`src/rtl/execute_stage_pkg.sv`:
```
// -----------------------------------------------------------------------------
// execute_stage_pkg
// Shared definitions for the FDE core execute stage:
//   - ID_EX (176 bit) and EX_MEM (108 bit) bundle layouts as packed structs
//   - ALU_OP, FUNCT and OPCODE codes
//   - multiplier FSM state encoding
//   - two's-complement add overflow helper
// -----------------------------------------------------------------------------
package execute_stage_pkg;

    localparam int unsigned ID_EX_W  = 176;
    localparam int unsigned EX_MEM_W = 108;

    typedef enum logic [1:0] {
        ALU_ADD   = 2'b00,
        ALU_SUB   = 2'b01,
        ALU_RTYPE = 2'b10,
        ALU_ITYPE = 2'b11
    } alu_op_e;

    typedef enum logic [5:0] {
        F_SLL   = 6'h00,
        F_SRL   = 6'h02,
        F_SRA   = 6'h03,
        F_MFHI  = 6'h10,
        F_MFLO  = 6'h12,
        F_MULT  = 6'h18,
        F_MULTU = 6'h19,
        F_ADD   = 6'h20,
        F_ADDU  = 6'h21,
        F_SUB   = 6'h22,
        F_SUBU  = 6'h23,
        F_AND   = 6'h24,
        F_OR    = 6'h25,
        F_XOR   = 6'h26,
        F_NOR   = 6'h27,
        F_SLT   = 6'h2A,
        F_SLTU  = 6'h2B
    } funct_e;

    typedef enum logic [5:0] {
        OP_ADDI  = 6'h08,
        OP_ADDIU = 6'h09,
        OP_SLTI  = 6'h0A,
        OP_ANDI  = 6'h0C,
        OP_ORI   = 6'h0D,
        OP_LUI   = 6'h0F
    } opcode_e;

    typedef enum logic [1:0] {
        MUL_IDLE = 2'd0,
        MUL_BUSY = 2'd1,
        MUL_DONE = 2'd2
    } mul_state_e;

    typedef struct packed {
        logic [31:0] pc_plus4;
        logic [31:0] rd1;
        logic [31:0] rd2;
        logic [31:0] imm_sext;
        logic [4:0]  rt;
        logic [4:0]  rd;
        logic [4:0]  shamt;
        logic [5:0]  funct;
        logic [5:0]  opcode;
        logic        reg_dst;
        logic        alu_src;
        logic [1:0]  alu_op;
        logic        mem_read;
        logic        mem_write;
        logic        branch;
        logic        mem_to_reg;
        logic        reg_write;
        logic        valid;
        logic [10:0] reserved;
    } id_ex_t;

    typedef struct packed {
        logic [31:0] alu_result;
        logic [31:0] store_data;
        logic [31:0] branch_target;
        logic        zero;
        logic [4:0]  write_reg;
        logic        mem_read;
        logic        mem_write;
        logic        branch;
        logic        mem_to_reg;
        logic        reg_write;
        logic        valid;
    } ex_mem_t;

    // Signed overflow of s = a + b. For a - b pass ~b as the second operand.
    function automatic logic add_ovf(input logic [31:0] a,
                                     input logic [31:0] b,
                                     input logic [31:0] s);
        return (a[31] == b[31]) && (s[31] != a[31]);
    endfunction

endpackage

```
`src/rtl/execute_stage_iter_multiplier.sv`:
```
// -----------------------------------------------------------------------------
// iter_multiplier
// Iterative shift-add 32x32 multiplier writing a 64-bit product into HI/LO.
// Ports:
//   clk_i, rst_ni     clock, asynchronous active-low reset
//   start_i           accepted only in IDLE; latches a_i/b_i/signed_i
//   signed_i          1 = MULT (signed), 0 = MULTU
//   a_i, b_i          operands
//   state_o           FSM state (IDLE/BUSY/DONE), registered
//   hi_o, lo_o        product registers, updated only on the final iteration
// -----------------------------------------------------------------------------
module iter_multiplier
    import execute_stage_pkg::*;
#(
    parameter int unsigned XLEN       = 32,
    parameter int unsigned MUL_CYCLES = 32
) (
    input  logic            clk_i,
    input  logic            rst_ni,
    input  logic            start_i,
    input  logic            signed_i,
    input  logic [XLEN-1:0] a_i,
    input  logic [XLEN-1:0] b_i,
    output mul_state_e      state_o,
    output logic [XLEN-1:0] hi_o,
    output logic [XLEN-1:0] lo_o
);

    localparam int unsigned CNT_W = $clog2(MUL_CYCLES);
    localparam logic [CNT_W-1:0] LAST = CNT_W'(MUL_CYCLES - 1);

    mul_state_e        state_q;
    logic [CNT_W-1:0]  cnt_q;
    logic [2*XLEN-1:0] mcand_q;
    logic [XLEN-1:0]   mplier_q;
    logic [2*XLEN-1:0] acc_q;
    logic              neg_q;
    logic [XLEN-1:0]   hi_q;
    logic [XLEN-1:0]   lo_q;

    logic [XLEN-1:0]   mag_a;
    logic [XLEN-1:0]   mag_b;
    logic [2*XLEN-1:0] acc_d;

    // Signed multiply runs on magnitudes; -2^31 maps to 2^31 unsigned, which fits.
    always_comb begin
        mag_a = (signed_i && a_i[XLEN-1]) ? -a_i : a_i;
        mag_b = (signed_i && b_i[XLEN-1]) ? -b_i : b_i;
        acc_d = acc_q + (mplier_q[0] ? mcand_q : '0);
    end

    always_ff @(posedge clk_i or negedge rst_ni) begin
        if (!rst_ni) begin
            state_q  <= MUL_IDLE;
            cnt_q    <= '0;
            mcand_q  <= '0;
            mplier_q <= '0;
            acc_q    <= '0;
            neg_q    <= 1'b0;
            hi_q     <= '0;
            lo_q     <= '0;
        end else begin
            case (state_q)
                MUL_IDLE: begin
                    if (start_i) begin
                        mcand_q  <= {{XLEN{1'b0}}, mag_a};
                        mplier_q <= mag_b;
                        acc_q    <= '0;
                        neg_q    <= signed_i && (a_i[XLEN-1] ^ b_i[XLEN-1]);
                        cnt_q    <= '0;
                        state_q  <= MUL_BUSY;
                    end
                end
                MUL_BUSY: begin
                    cnt_q    <= cnt_q + CNT_W'(1);
                    mcand_q  <= mcand_q << 1;
                    mplier_q <= mplier_q >> 1;
                    acc_q    <= acc_d;
                    if (cnt_q == LAST) begin
                        {hi_q, lo_q} <= neg_q ? -acc_d : acc_d;
                        state_q      <= MUL_DONE;
                    end
                end
                MUL_DONE: state_q <= MUL_IDLE;
                default:  state_q <= MUL_IDLE;
            endcase
        end
    end

    assign state_o = state_q;
    assign hi_o    = hi_q;
    assign lo_o    = lo_q;

endmodule

```
`src/rtl/execute_stage.sv`:
```
// -----------------------------------------------------------------------------
// execute_stage
// Third stage of the FDE core: ALU, shifts, branch target/zero, and iterative
// MULT/MULTU into HI/LO. Result registered into the EX_MEM bundle.
// Ports:
//   CLOCK   rising-edge clock
//   RESET   asynchronous, active-low
//   ID_EX   176-bit decoded bundle from fetch_decode
//   STALL   combinational; high while a multiply is being accepted/computed
//   OVF     registered overflow pulse (constant 0 unless EXECUTE_OVF_TRAP_EN)
//   EX_MEM  108-bit registered result bundle
// Optional: `define EXECUTE_OVF_TRAP_EN to trap signed ADD/SUB/ADDI overflow.
// -----------------------------------------------------------------------------
module execute_stage
    import execute_stage_pkg::*;
#(
    parameter int unsigned XLEN       = 32,
    parameter int unsigned MUL_CYCLES = 32
) (
    input  logic                CLOCK,
    input  logic                RESET,
    input  logic [ID_EX_W-1:0]  ID_EX,
    output logic                STALL,
    output logic                OVF,
    output logic [EX_MEM_W-1:0] EX_MEM
);

    id_ex_t      id;
    ex_mem_t     ex_q;
    ex_mem_t     ex_d;
    mul_state_e  mul_state;
    logic [31:0] mul_hi;
    logic [31:0] mul_lo;
    logic        is_mul;
    logic        mul_start;
    logic [31:0] op_b;
    logic [31:0] sum;
    logic [31:0] diff;
    logic [31:0] alu_res;
    logic [4:0]  wr_reg;
    logic [31:0] br_tgt;
    logic        unused_bits;

    assign id          = id_ex_t'(ID_EX);
    assign unused_bits = ^id.reserved;

    assign is_mul    = id.valid && (id.alu_op == ALU_RTYPE) &&
                       ((id.funct == F_MULT) || (id.funct == F_MULTU));
    assign mul_start = is_mul && (mul_state == MUL_IDLE);
    assign STALL     = RESET && (mul_start || (mul_state == MUL_BUSY));

    iter_multiplier #(
        .XLEN       (XLEN),
        .MUL_CYCLES (MUL_CYCLES)
    ) u_mul (
        .clk_i    (CLOCK),
        .rst_ni   (RESET),
        .start_i  (mul_start),
        .signed_i (id.funct == F_MULT),
        .a_i      (id.rd1),
        .b_i      (id.rd2),
        .state_o  (mul_state),
        .hi_o     (mul_hi),
        .lo_o     (mul_lo)
    );

    always_comb begin
        op_b    = id.alu_src ? id.imm_sext : id.rd2;
        sum     = id.rd1 + op_b;
        diff    = id.rd1 - op_b;
        wr_reg  = id.reg_dst ? id.rd : id.rt;
        br_tgt  = id.pc_plus4 + (id.imm_sext << 2);
        alu_res = '0;
        case (id.alu_op)
            ALU_ADD: alu_res = sum;
            ALU_SUB: alu_res = diff;
            ALU_ITYPE: begin
                case (id.opcode)
                    OP_ADDI, OP_ADDIU: alu_res = sum;
                    OP_ANDI: alu_res = id.rd1 & {16'h0000, id.imm_sext[15:0]};
                    OP_ORI:  alu_res = id.rd1 | {16'h0000, id.imm_sext[15:0]};
                    OP_SLTI: alu_res = {31'b0, $signed(id.rd1) < $signed(op_b)};
                    OP_LUI:  alu_res = {id.imm_sext[15:0], 16'h0000};
                    default: alu_res = '0;
                endcase
            end
            ALU_RTYPE: begin
                case (id.funct)
                    F_ADD, F_ADDU: alu_res = sum;
                    F_SUB, F_SUBU: alu_res = diff;
                    F_AND:  alu_res = id.rd1 & op_b;
                    F_OR:   alu_res = id.rd1 | op_b;
                    F_XOR:  alu_res = id.rd1 ^ op_b;
                    F_NOR:  alu_res = ~(id.rd1 | op_b);
                    F_SLT:  alu_res = {31'b0, $signed(id.rd1) < $signed(op_b)};
                    F_SLTU: alu_res = {31'b0, id.rd1 < op_b};
                    F_SLL:  alu_res = op_b << id.shamt;
                    F_SRL:  alu_res = op_b >> id.shamt;
                    F_SRA:  alu_res = $signed(op_b) >>> id.shamt;
                    F_MFHI: alu_res = mul_hi;
                    F_MFLO: alu_res = mul_lo;
                    default: alu_res = '0;
                endcase
            end
            default: alu_res = '0;
        endcase
    end

`ifdef EXECUTE_OVF_TRAP_EN
    logic ovf_det;
    logic ovf_d;
    logic ovf_q;

    always_comb begin
        ovf_det = 1'b0;
        if (id.alu_op == ALU_RTYPE && id.funct == F_ADD)
            ovf_det = add_ovf(id.rd1, op_b, sum);
        else if (id.alu_op == ALU_RTYPE && id.funct == F_SUB)
            ovf_det = add_ovf(id.rd1, ~op_b, diff);
        else if (id.alu_op == ALU_ITYPE && id.opcode == OP_ADDI)
            ovf_det = add_ovf(id.rd1, op_b, sum);
    end

    always_ff @(posedge CLOCK or negedge RESET) begin
        if (!RESET) ovf_q <= 1'b0;
        else        ovf_q <= ovf_d;
    end

    assign OVF = ovf_q;
`else
    assign OVF = 1'b0;
`endif

    // DONE relies on upstream still holding the multiply, so its control
    // fields are taken from ID_EX while the result comes from LO.
    always_comb begin
        ex_d = '0;
`ifdef EXECUTE_OVF_TRAP_EN
        ovf_d = 1'b0;
`endif
        if (mul_state == MUL_DONE) begin
            ex_d.alu_result    = mul_lo;
            ex_d.store_data    = id.rd2;
            ex_d.branch_target = br_tgt;
            ex_d.zero          = (mul_lo == '0);
            ex_d.write_reg     = wr_reg;
            ex_d.mem_read      = id.mem_read;
            ex_d.mem_write     = id.mem_write;
            ex_d.branch        = id.branch;
            ex_d.mem_to_reg    = id.mem_to_reg;
            ex_d.reg_write     = 1'b0;
            ex_d.valid         = 1'b1;
        end else if (mul_state == MUL_IDLE && id.valid && !is_mul) begin
            ex_d.alu_result    = alu_res;
            ex_d.store_data    = id.rd2;
            ex_d.branch_target = br_tgt;
            ex_d.zero          = (alu_res == '0);
            ex_d.write_reg     = wr_reg;
            ex_d.mem_read      = id.mem_read;
            ex_d.mem_write     = id.mem_write;
            ex_d.branch        = id.branch;
            ex_d.mem_to_reg    = id.mem_to_reg;
            ex_d.reg_write     = id.reg_write;
            ex_d.valid         = 1'b1;
`ifdef EXECUTE_OVF_TRAP_EN
            if (ovf_det) begin
                ex_d.reg_write = 1'b0;
                ex_d.mem_read  = 1'b0;
                ex_d.mem_write = 1'b0;
                ovf_d          = 1'b1;
            end
`endif
        end
    end

    always_ff @(posedge CLOCK or negedge RESET) begin
        if (!RESET) ex_q <= '0;
        else        ex_q <= ex_d;
    end

    assign EX_MEM = ex_q;

endmodule
```
`config.mk`:
```
export PLATFORM = sky130hd
export DESIGN_NAME = execute_stage
export DESIGN_NICKNAME = d
export VERILOG_FILES = /design/src/rtl/execute_stage_pkg.sv /design/src/rtl/execute_stage_iter_multiplier.sv /design/src/rtl/execute_stage.sv
export SDC_FILE = /design/constraint.sdc
export NUM_CORES = 1
export LEC_CHECK = 0
export ABC_AREA = 1
export ABC_CLOCK_PERIOD_IN_PS = 6310
export CAP_MARGIN = 5
export CELL_PAD_IN_SITES_DETAIL_PLACEMENT = 1
export CELL_PAD_IN_SITES_GLOBAL_PLACEMENT = 2
export CORE_MARGIN = 1
export CORE_UTILIZATION = 35
export DETAILED_ROUTE_END_ITERATION = 12
export PLACE_DENSITY = 0.86
export SLEW_MARGIN = 5
export SYNTH_ARGS = -nofsm -noshare
export SYNTH_HDL_FRONTEND = slang
export SYNTH_SLANG_ARGS = --single-unit
```
`constraint.sdc`:
```
create_clock -name CLOCK -period 6.31 [get_ports CLOCK]
set_clock_uncertainty 0.05 [all_clocks]
set_input_delay 1.262 -clock CLOCK [delete_from_list [all_inputs] [get_ports CLOCK]]
set_output_delay 1.262 -clock CLOCK [all_outputs]
set_load 0.02 [all_outputs]
```
== Yosys cells after proc, flatten, opt, wreduce, memory -nomap -nowiden ==
Index checks and enable logic that the tools add are counted.

* Output and inout bits: 110
* Register bits after elaboration: 340
* Word-level logic and storage cells: 116
* Input port bits: 178

* Shifts and indexed selects: 3
* Add/subtract/negate cells: 8
* Reductions and logical operators: 25
* Mux-type cells: 22
* Bitwise operators: 7
* Order comparisons: 2
* Equal/unequal tests: 30

{| class="wikitable"
|+ Operator list
! operator !! number
|-
| case mux 32 bit (13 select lines) || 1
|-
| 2-to-1 mux 64 bit || 4
|-
| case mux 64 bit (2 select lines) || 2
|-
| 2-to-1 mux 108 bit || 2
|-
| case mux 32 bit (5 select lines) || 1
|-
| 2-to-1 mux 32 bit || 4
|-
| case mux 32 bit (4 select lines) || 1
|-
| adder 32 bit || 2
|-
| adder 64 bit || 1
|-
| logical NOT 32 bit || 2
|-
| less-than comparator 32 bit || 2
|-
| negator 32 bit || 2
|-
| negator 64 bit || 1
|-
| case mux 32 bit (2 select lines) || 1
|-
| equality test 6 bit (second input constant) || 10
|-
| equality test 6 x 4 -> 1 bit (second input constant) || 6
|-
| AND 32 x 16 -> 32 bit || 1
|-
| AND 32 bit || 1
|-
| inverter 32 bit || 1
|-
| bitwise OR 32 x 16 -> 32 bit || 1
|-
| bitwise OR 32 bit || 1
|-
| << shifter 32 x 5 -> 32 bit || 1
|-
| right shift 32 x 5 -> 32 bit || 1
|-
| >>> shifter 32 x 5 -> 32 bit || 1
|-
| other kinds (23) || 47
|}

== Depth between registers and ports, before layout ==
* Word-level depth: 8
* Depth in mapped cells: 28
* Gate-level depth less buffers: 27

== By module ==
A second synthesis with hierarchy kept.

* Cell total of the unflattened synthesis: 6698
* Area, all modules: 38075.3 um^2

{| class="wikitable"
|+ Modules (own cells, without submodules)
! module !! cells each !! instances !! seq. area each (um^2) !! area an instance (um^2)
|-
| iter_multiplier || 3211 || 1 || 5805.6 || 19423.6
|-
| execute_stage || 3487 || 1 || 2702.6 || 18651.6
|}

== Least setup slack after synthesis ==
OpenSTA, ideal clock, no wires.

* Kind: input -> output
* Start point: input port ID_EX[18]
* End point: output port STALL
* Slack: 1.748 ns
* Buffers on the path: 3
* Arrival: 3.250 ns
* Required time: 4.998 ns
* Stages: 11
* Path through: buf_2 > clkinv_1 > nor2_2 > nand4_1 > nor2_1 > inv_1 > nand2_1 > inv_1 > clkbuf_1 > clkbuf_1 > nor2_1

* Longest elaborated chain between the ends: 6

{| class="wikitable"
|+ RTL lines
! element !! RTL line !! RTL
|-
| start: declaration || execute_stage.sv:22 || <nowiki>input logic [ID_EX_W-1:0] ID_EX,</nowiki>
|-
| equality test 2 bit || execute_stage.sv:47 || <nowiki>assign is_mul = id.valid && (id.alu_op == ALU_RTYPE) &&</nowiki>
|-
| logical AND 1 bit (2 in a row) || execute_stage.sv:47 ||
|-
| logical AND 1 bit || execute_stage.sv:49 || <nowiki>assign mul_start = is_mul && (mul_state == MUL_IDLE);</nowiki>
|-
| logical OR 1 bit || execute_stage.sv:50 || <nowiki>assign STALL = RESET && (mul_start || (mul_state == MUL_BUSY));</nowiki>
|-
| logical AND 1 bit || execute_stage.sv:50 ||
|-
| end: declaration || execute_stage.sv:23 || <nowiki>output logic STALL,</nowiki>
|}

Every way passes these cells.

==> run metrics <==
chip width between 300 and 400 um; first-pass GRT wire length between 300,000 and 400,000 um; DR vias between 40,000 and 50,000; Setup crit start kind input port; ys flop type dfrtp_1; worst skew pair latency between 0.6 and 0.7 ns; FF+latch count, synth between 300 and 400; Slew Viols, Final 0; Post-Synthesis Cells slightly below 6,000; Worst slew margin 11.79%; Worst path max stage delay approximately 1.1 ns; CP required 6.79 ns; M1 wire length approximately 96,000 um; CP endpoint kind flop; nets approximately 6,700; # IOs approximately 290; antenna violations before repair 22; Seq/Total Area, Yosys between 20% and 30%; layout cells sized above 1 approximately 6.6%; status completed; # DRC 0; Final Hold Viols 0; Area Overhead vs Synth 19.62%; YS warnings 0; ANT nets after route 0; setup violators final 0; # rows about 120; maxcap violations 0; Max Freq 0.1762 GHz; setup bufs post-CTS 0; slowest CP cell nor4_1; Setup TNS Final 0 ns; post-synth top area share approximately a quarter; Final Cell Area about 43,000 um2; drt wl/cell roughly 29 um; post-CTS sizing 0; DP Area around 41,000 um2; Setup WS pre-CTS around 0.13 ns; synth top area cells dfrtp_1, nand2_1, nand3_1, inv_1, ha_1; Reg2Reg Setup Slack around 1.1 ns; clock-pin transition on the worst setup and hold timing paths roughly 0.060 ns; IO buf count 275; Cell Count, Final, Fillers Out 7,658; Crit path arrival time between 6 and 7 ns; H-tree depth 2; fraction of registers with async set/reset between 90% and 100%; hold_buf cts 0; die area slightly above 100,000 um2; all-layer global routing usage between 40% and 50%; Initial Util approximately 35%; vias in the first global route 43,550; routed wl met2 91,190 um; Setup WS post-layout 0.6334 ns; drt total wl approximately 220,000 um; clock buffer depth 3; core box area approximately 100,000 um2; crit-path cells clkdlybuf4s50_1 > inv_1 > o21ai_0 > inv_1 > ha_1 > inv_1 > nand2_1 > nor4_1 > nand2_1 > nand2_1 > xor2_1 > nor2_1 > nor3_1 > nand2_1 > nand2_1 > nand2_1 > nor2_1 > nand2_1 > nor2_1 > nand3_1 > nand2_1; GR Overflow Total 0; actual slew at the worst max-slew pin 1.311 ns; HP Class flop to flop; Num CTS Buffers 44; Avg Synthesized Cell Area about 6 um2; worst vdd ir between 200 and 300 uV; Clock Tree Root clkbuf_16; GPL Wtd Cong between 1 and 1.5; Netlist cell types 64; DIE HEIGHT ~320 um; Yosys top cell by area dfrtp_1; Pwr Density 319.0 nW/um2; CTS tree built; largest net degree at the start of global routing approximately 130; minimum clock period ~5.7 ns; Via density just under 6; post-DP HPWL 185,400 um; Post-synth EDFFs 0; Util after Layout roughly 42%; Crit Path Category input port to flop; TritonRoute pass-1 iters 6; routed wl met3 around 24,000 um; top routing layer in use met5; mapped cell area between 30,000 and 40,000 um2; most used cell, CP nand2_1; Synth Net Count between 6,000 and 7,000; clock sinks 340; drt initial violations roughly 5,400; RSZ-0062 raised after global routing no; leak pwr roughly 22 nW; dpl cells 7,572; period utilisation layout between 80% and 90%; Critical Path Fanout Max 4
-- through the flow --
step / total power, mW / hold WS [ns]
finish: 13.59 / 0.4378
global route: 14.31 / 0.4538
CTS: 13.40 / 0.4371
detailed placement: 10.47 / 0.4215
global placement: 10.30 / 0.4157
floorplan: 7.457 / 0.3992
-- cells by family after synthesis --
logic type	Yosys count	share of synthesized area [%]
other	1	0.01053
AO/OA/AOI/OAI	959	15.41
flip-flops	340	23.90
AND/OR/NAND/NOR	3300	39.38
XOR/XNOR	124	3.261
buffers and inverters	982	10.47
adder cells (fa/ha/maj)	213	7.570
-- cell usage after synthesis (5+ instances only) --
cell type and n:
o221ai_1 35, dfrtp_1 340, a31oi_1 19, nand3_1 613, nor2_1 514, xnor2_2 6, a21boi_0 5, o211ai_1 52
nor2_4 6, a221oi_1 6, o21ai_0 350, o21bai_1 19, xnor2_1 15, buf_1 23, a21o_1 7, nand3_2 12
a22oi_1 15, inv_2 10, o22ai_1 104, nand2_4 5, clkbuf_1 139, nand2_1 1874, nand4_1 84, or2_2 9
ha_1 209, buf_2 27, o21ai_1 24, nor4_1 13, nor2_2 15, nor3_1 77, nand3b_1 40, a21oi_1 290
clkinv_1 11, xor2_1 99, nand2_2 22, inv_1 770, o2111ai_1 6
-- final cells by class --
class                           instances  area, um2
Clock buffer                           56       1236
Antenna cell                            3      7.507
Clock inverter                         26      424.2
Inverter                              791       2972
Timing Repair Buffer                  488       4349
Tap cell                             1357       1698
Fill cell                           13600      57850
Multi-Input combinational cell       4597      23390
Sequential cell                       340       8511
-- cells in the final DEF (no fill, tap or decap), types with 77 or more instances in the layout --
cell and count:
ha_1 209, nor3_1 77, nor2_1 510, buf_4 211, dfrtp_1 338, nand2_1 1872
nand3_1 613, a21oi_1 290, o21ai_0 350, o22ai_1 104, nand4_1 84, inv_1 766
clkdlybuf4s50_1 270, xor2_1 99
-- layer usage --
| metal | vias up | global-route usage, % |
|---|---|---|
| met2 | 2263 | 62.06 |
| met5 | - | 0 |
| li1 | 19980 | - |
| met4 | 28 | 17.99 |
| met1 | 21770 | 57.27 |
| met3 | 443 | 11.35 |
-- flip-flops by register name (all words and copies together), names as in the netlist --
register        cells
u_mul.mcand_q      64
u_mul.lo_o         32
u_mul.hi_o         32
u_mul.neg_q         1
u_mul.cnt_q         5
u_mul.state_o       2
u_mul.acc_q        64
EX_MEM            108
u_mul.mplier_q     32
-- power by group --
group          switching, mW  leakage [nW]  internal [mW]
clock                   1.15         0.807           1.74
combinational           5.55          16.6           2.21
sequential             0.310          4.37           2.63
-- worst paths after layout --
| path | startpoint | to | cells past startpoint |
|---|---|---|---|
| setup / recovery | ID_EX[88] | EX_MEM[11] | 21 |
| hold / removal | u_mul.hi_o[30] | u_mul.hi_o[30] | 2 |
| setup reg to reg | u_mul.mplier_q[0] | u_mul.hi_o[31] | 20 |
| hold reg to reg | u_mul.hi_o[30] | u_mul.hi_o[30] | 2 |
| max in group asynchronous | RESET | u_mul.acc_q[55] | 3 |
| min in group asynchronous | RESET | u_mul.acc_q[3] | 1 |
-- worst max-delay path: cells and delay by family --
kind	cells	cell delay, ns
AO/OA/AOI/OAI	1	0.53
buffers and inverters	4	0.95
AND/OR/NAND/NOR	14	2.61
XOR/XNOR	1	0.36
adder cells (fa/ha/maj)	1	0.43
No activity file was read; power rests on OpenSTA's default activity.
